**src/rtl/apb_obi_pkg.sv**
```systemverilog
// Shared types and helpers for the APB-to-OBI bridge: FSM state encoding,
// the full byte-enable constant and setup-phase decode helpers.
package apb_obi_pkg;

  typedef enum logic [2:0] {
    IDLE = 3'd0,
    REQ  = 3'd1,
    RESP = 3'd2,
    DONE = 3'd3,
    ERR  = 3'd4
  } state_e;

  localparam logic [3:0] BE_ALL = 4'hF;

  function automatic logic is_aligned(input logic [1:0] addr_lsb);
    return (addr_lsb == 2'b00);
  endfunction

  // Reads always fetch the whole word; writes honour the APB strobes.
  function automatic logic [3:0] setup_be(input logic write, input logic [3:0] strb);
    return write ? strb : BE_ALL;
  endfunction

endpackage

```
**src/rtl/apb_to_obi_intf.sv**
```systemverilog
// APB subordinate to OBI manager bridge: one APB transfer becomes one OBI
// transaction, with PREADY held low until the OBI response has been captured.
module apb_to_obi_intf
  import apb_obi_pkg::*;
#(
  parameter int ADDR_W      = 32,
  parameter int DATA_W      = 32,
  parameter bit CHECK_ALIGN = 1'b1
) (
  input  logic              clk_i,
  input  logic              rst_i,
  // APB subordinate port
  input  logic [ADDR_W-1:0] apb_paddr_i,
  input  logic              apb_psel_i,
  input  logic              apb_penable_i,
  input  logic              apb_pwrite_i,
  input  logic [DATA_W-1:0] apb_pwdata_i,
  input  logic [3:0]        apb_pstrb_i,
  input  logic [2:0]        apb_pprot_i,
  output logic [DATA_W-1:0] apb_prdata_o,
  output logic              apb_pready_o,
  output logic              apb_pslverr_o,
  // OBI manager port
  output logic              obi_req_o,
  input  logic              obi_gnt_i,
  output logic [ADDR_W-1:0] obi_addr_o,
  output logic              obi_we_o,
  output logic [3:0]        obi_be_o,
  output logic [DATA_W-1:0] obi_wdata_o,
  input  logic              obi_rvalid_i,
  input  logic [DATA_W-1:0] obi_rdata_i,
  input  logic              obi_err_i
);

  state_e              r_state;
  state_e              w_next_state;

  logic [ADDR_W-1:0]   r_addr;
  logic                r_we;
  logic [DATA_W-1:0]   r_wdata;
  logic [3:0]          r_be;
  logic [DATA_W-1:0]   r_rdata;
  logic                r_err;

  logic                w_setup;
  logic                w_misaligned;
  logic                w_capture;
  logic                w_resp_take;
  logic                w_unused;

  assign w_setup      = apb_psel_i & ~apb_penable_i;
  assign w_misaligned = CHECK_ALIGN & ~is_aligned(apb_paddr_i[1:0]);
  assign w_capture    = (r_state == IDLE) & w_setup;
  // A response is only meaningful once the request has been granted.
  assign w_resp_take  = (r_state == RESP) & obi_rvalid_i;
  assign w_unused     = ^apb_pprot_i;

  // NOTE: sequential state uses non-blocking assignments so every register
  // samples pre-edge values and the block order cannot change behaviour.
  always_ff @(posedge clk_i or posedge rst_i) begin
    if (rst_i) begin
      r_state <= IDLE;
    end else begin
      r_state <= w_next_state;
    end
  end

  // NOTE: default assignment first so every path drives w_next_state and no
  // latch is inferred.
  always_comb begin
    w_next_state = r_state;
    case (r_state)
      IDLE: begin
        if (w_setup) begin
          w_next_state = w_misaligned ? ERR : REQ;
        end
      end
      REQ: begin
        if (obi_gnt_i) begin
          w_next_state = RESP;
        end
      end
      RESP: begin
        if (obi_rvalid_i) begin
          w_next_state = DONE;
        end
      end
      DONE:    w_next_state = IDLE;
      ERR:     w_next_state = IDLE;
      default: w_next_state = IDLE;
    endcase
  end

  // Request fields are frozen at setup so they stay stable across gnt waits.
  always_ff @(posedge clk_i or posedge rst_i) begin
    if (rst_i) begin
      r_addr  <= '0;
      r_we    <= 1'b0;
      r_wdata <= '0;
      r_be    <= '0;
      r_rdata <= '0;
      r_err   <= 1'b0;
    end else begin
      if (w_capture) begin
        r_addr  <= apb_paddr_i;
        r_we    <= apb_pwrite_i;
        r_wdata <= apb_pwdata_i;
        r_be    <= setup_be(apb_pwrite_i, apb_pstrb_i);
      end
      if (w_resp_take) begin
        r_rdata <= r_we ? '0 : obi_rdata_i;
        r_err   <= obi_err_i;
      end
    end
  end

  always_comb begin
    obi_req_o     = 1'b0;
    apb_pready_o  = 1'b0;
    apb_pslverr_o = 1'b0;
    apb_prdata_o  = '0;
    case (r_state)
      REQ: begin
        obi_req_o = 1'b1;
      end
      DONE: begin
        apb_pready_o  = 1'b1;
        apb_pslverr_o = r_err;
        apb_prdata_o  = r_rdata;
      end
      ERR: begin
        apb_pready_o  = 1'b1;
        apb_pslverr_o = 1'b1;
      end
      default: begin
      end
    endcase
  end

  assign obi_addr_o  = r_addr;
  assign obi_we_o    = r_we;
  assign obi_be_o    = r_be;
  assign obi_wdata_o = r_wdata;

endmodule

```
**config.mk**
```make
export PLATFORM = sky130hd
export DESIGN_NAME = apb_to_obi_intf
export DESIGN_NICKNAME = d
export VERILOG_FILES = /design/src/rtl/apb_obi_pkg.sv /design/src/rtl/apb_to_obi_intf.sv
export SDC_FILE = /design/constraint.sdc
export NUM_CORES = 1
export LEC_CHECK = 0
export CAP_MARGIN = 20
export CORE_MARGIN = 4
export CORE_UTILIZATION = 35
export DETAILED_ROUTE_END_ITERATION = 7
export GPL_ROUTABILITY_DRIVEN = 0
export PLACE_DENSITY = 0.71
export SLEW_MARGIN = 20
export SYNTH_ARGS = -nofsm -noshare
export SYNTH_HDL_FRONTEND = slang
export SYNTH_SLANG_ARGS = --single-unit
export TNS_END_PERCENT = 50
```
**constraint.sdc**
```tcl
create_clock -name clk_i -period 8.2 [get_ports clk_i]
set_input_delay 1.64 -clock clk_i [delete_from_list [all_inputs] [get_ports clk_i]]
set_output_delay 1.64 -clock clk_i [all_outputs]
set_load 0.005 [all_outputs]
```
After elaboration in Yosys (flattened, before gate mapping)
Cells that the tools add are included.
{"block": "word_totals", "in_bits": 111, "output_inout_bits": 104, "ff_bits": 105, "elab_cells": 33}
{"block": "classes", "n_mux": 11, "bitwise_logic": 4, "reduce_logical": 4, "eq_ne": 7}
{"cell": "32-bit two-way mux", "n": 2}
{"cell": "3-bit two-way mux", "n": 4}
{"cell": "3-bit one-hot mux with 3 select lines", "n": 1}
{"cell": "3-bit by 2-bit equality test with 1-bit output, second input constant", "n": 2}
{"cell": "2-bit inequality test, second input constant", "n": 3}
{"cell": "4-bit two-way mux", "n": 1}
{"cell": "1-bit bitwise AND", "n": 3}
{"cell": "3-bit by 1-bit equality test with 1-bit output, second input constant", "n": 1}
{"cell": "3-bit equality test, second input constant", "n": 1}
{"cell": "3-bit zero test", "n": 1}
{"cell": "3-bit AND reduction", "n": 1}
{"cell": "2-bit zero test", "n": 1}
{"cell": "1-bit two-way mux", "n": 2}
{"cell": "1-bit one-hot mux with 2 select lines", "n": 1}
{"cell": "2-bit OR reduction", "n": 1}
{"cell": "1-bit NOT", "n": 1}

Logic depth before layout (Yosys ltp)
{"block": "depth", "word_depth": 4, "ltp_mapped": 5, "mapped_depth_nobuf": 3}

Least setup slack after synthesis
OpenSTA, ideal clock, no wires.
{"block": "synth_timing", "path_kind": "reg2out", "from": "register r_state[2]", "to": "output port apb_prdata_o[1]", "stages_incl_launch_ff": 4, "t_required_ns": 6.560, "setup_slack_ns": 5.507, "path_buffers": 1, "arrival_time_ns": 1.053, "cell_sequence": "dfrtp_1 > and3b_1 > clkbuf_1 > and2_1"}
{"block": "synth_via", "elab_chain_len": 2}
{"item": "start, declared", "line_no": "apb_to_obi_intf.sv:35", "source": "state_e r_state;"}
{"item": "start signal, assigned", "line_no": "apb_to_obi_intf.sv:64", "source": "r_state <= w_next_state;"}
{"item": "3-bit by 2-bit equality test with 1-bit output", "line_no": "apb_to_obi_intf.sv:122", "source": "case (r_state)"}
{"item": "32-bit two-way mux", "line_no": "apb_to_obi_intf.sv:122"}
{"item": "end, declared", "line_no": "apb_to_obi_intf.sv:20", "source": "output logic [DATA_W-1:0] apb_prdata_o,"}
No other way between the ends.

Worst setup path in the final report
{"block": "layout_timing", "from": "register r_state[2]", "to": "output port apb_prdata_o[0]"}
Same word-level chain as after synthesis.

==> results.py <==
metrics = {
    "status": {
        "run_status": "finished, final reports clean",
    },
    "critical_path": {
        "startpoint": "r_state[2]",
        "max_stage_delay_ps": 820,
        "crit_path_start_kind": "flip-flop",
        "crit_type": "flip-flop to output pin",
        "endpoint_kind": "output pin",
        "r2r_end": "obi_wdata_o[24]",
        "crit_path_max_fanout": 34,
        "cp.required_ps": 6560,
        "rr_worst_depth": 3,
        "worstPathCellList": "and3b_1 -> and2_1 -> clkdlybuf4s50_1",
        "reg2reg_from": "r_state[0]",
        "arrival_ps": 2350,
        "cp_top_family": "simple AND/OR/NAND/NOR gates",
        "regToRegSetupSlack_ps": 6000,
        "cp.depth": 3,
        "endpoint": "apb_prdata_o[0]",
        "crit_buf_inv": 1,
        "cp_slowest_cell": "and3b_1",
    },
    "flow_run": {
        "cap_violations": 0,
    },
    "timing": {
        "finalHoldViolations": 0,
        "slew_violations": 0,
        "relSlewSlack": 0.329,
        "max_slew.worst_pin.slew_ps": 1010,
        "tns_ps": 0,
        "setup_viol": 0,
        "worst_slack_ps": 4210,
        "min_period_over_period": 0.487,
        "fmax_mhz": 250,
        "skew_ps": 6.84,
        "period_needed_ps": 3990,
        "rsz0062_at_grt": "no",
    },
    "clocking": {
        "cts_tree": "yes",
        "cts_buffers": 9,
        "insertion_delay_ps": 340,
        "post-cts-setup-buffer-count": 0,
        "clockBufferDepth": 2,
        "cts_root_buf": "clkbuf_16",
        "cts.repair.resized": 0,
        "cts_hold_buf": 0,
        "clkSinkCount": 105,
        "cts.clk_slew.worst_paths_ps": 70,
        "h-tree-depth": 3,
    },
    "yosys": {
        "synth_cell_types": 19,
        "syn_area_um2": 4360,
        "ys_seq_area_frac": 0.603,
        "syn_inst": 346,
        "synth_warnings": 0,
        "syn-num-nets": 457,
        "synth_seq_cells": 105,
        "avgSynthCellArea_um2": 12.6,
    },
    "route": {
        "dr.pass1.iters": 4,
        "wirelength_met1_mm": 4.36,
        "vias": 3234,
        "wl_mm": 10.9,
        "drt-initial-drc-count": 152,
        "wl_met3_um": 823,
        "dr.max_layer_used": "met4",
        "wire_per_inst_um": 15.1,
        "drc": 0,
        "ant_nets": 0,
        "vias_per_cell": 4.47,
        "route.met2.wl_mm": 5.51,
    },
    "grt": {
        "gr-total-overflow": 0,
        "grt_max_degree": 72,
        "track_usage": 0.153,
        "grt_pass1_vias": 3343,
        "antenna_found_initial": 0,
        "grt_pass1_wl_mm": 17.4,
    },
    "floorplanning": {
        "ios": 215,
        "die_x_um": 120,
        "die_h_um": 120,
        "num_rows": 40,
        "die_area_um2": 14300,
        "initial_utilization": 0.360,
        "core_um2": 12100,
    },
    "hold_path": {
        "hold_class": "flip-flop to flip-flop",
        "hp-start": "r_rdata[12]",
    },
    "place": {
        "dp_cells": 707,
        "dp_hpwl_mm": 8.06,
        "port_buffers": 211,
        "dpl_worst_slack_ps": 4390,
    },
    "pwr": {
        "ir_worst_vdd_v": 0.000162,
        "p_per_area_nw_per_um2": 317,
        "finalPower_w": 0.00219,
        "power_leakage_nw": 2.89,
    },
    "cells_and_area": {
        "fin_cells": 723,
        "n_fill_cell": 1065,
        "layout_commonest_cell": "clkdlybuf4s50_1",
        "layout_common_cells": "211 x clkdlybuf4s50_1, 105 x dfrtp_1, 65 x mux2_2",
        "syn_to_final_growth_pct": 59.0,
        "n_antenna_cell": 0,
        "drive_above_1_share": 0.153,
        "nets": 661,
    },
}
-- synth_stat cells --
master,instances,area (µm²)
mux2_2,65,732
o21ai_1,1,5.00
buf_2,5,25.0
mux2_1,6,67.6
nor3b_1,1,7.51
o311ai_1,1,8.76
clkbuf_1,8,30.0
nand2_1,36,135
buf_4,2,15.0
inv_1,1,3.75
nand4bb_1,1,11.3
nand2b_1,38,238
dfrtp_1,105,2630
nor2_1,6,22.5
nand3_2,1,10.0
o21ai_0,31,155
buf_6,5,56.3
and2_1,32,200
and3b_1,1,8.76
-- routing by layer --
metal,global-route usage,vias to the layer above
li1,-,1556
met4,0.0587,0
met1,0.185,1548
met3,0.0495,15
met2,0.256,115
met5,0,-
-- stage by stage --
step,cell area (µm²),util,hold WS [ps]
final,6930,0.572,468
after CTS,6930,0.572,477
after floorplan,4360,-,442
after global placement,6590,0.544,455
after detailed placement,6590,0.544,462
after global routing,6930,0.572,502
-- state kept, by name, indices dropped and copies added (netlist names) --
name / cells
obi_addr_o: 32
obi_we_o: 1
obi_wdata_o: 32
r_rdata: 32
obi_be_o: 4
r_state: 3
r_err: 1
-- worst min path at each step --
stage                        to  slack [ps]  cells past startpoint
floorplan            r_rdata[0]         440                      2
global placement    r_rdata[14]         460                      2
detailed placement  r_rdata[23]         460                      2
CTS                 r_rdata[23]         480                      2
global route         r_rdata[5]         500                      2
finish              r_rdata[12]         470                      2
-- cell families after synthesis --
group           count (synthesis)  share of synthesized area
mux                            71                      0.183
simple gates                  116                      0.145
flops                         105                      0.603
buf+inv                        21                     0.0298
compound gates                 33                     0.0387
-- power by group --
| group | internal (W) | leakage, nW | switching (W) |
|---|---|---|---|
| clock | 0.000306 | 0.166 | 0.000186 |
| combinational | 0.000561 | 1.44 | 0.000259 |
| sequential | 0.000751 | 1.28 | 0.000130 |
| total | 0.00162 | 2.89 | 0.000575 |
-- cell type report --
type	instances	area, µm²	area share
Clock buffer	11	243	0.0350
Clock inverter	5	103	0.0148
Inverter	1	6.26	0.000903
Multi-Input combinational cell	220	1610	0.233
Sequential cell	105	2630	0.379
Tap cell	168	210	0.0303
Timing Repair Buffer	213	2130	0.307
-- worst reg2reg max path, cell delays in order, from the launching register on --
cell     delay [ps]
dfrtp_1         430
nor2_1          230
nand3_4         730
mux2_1          700
Power figures use the tool's default switching activity.
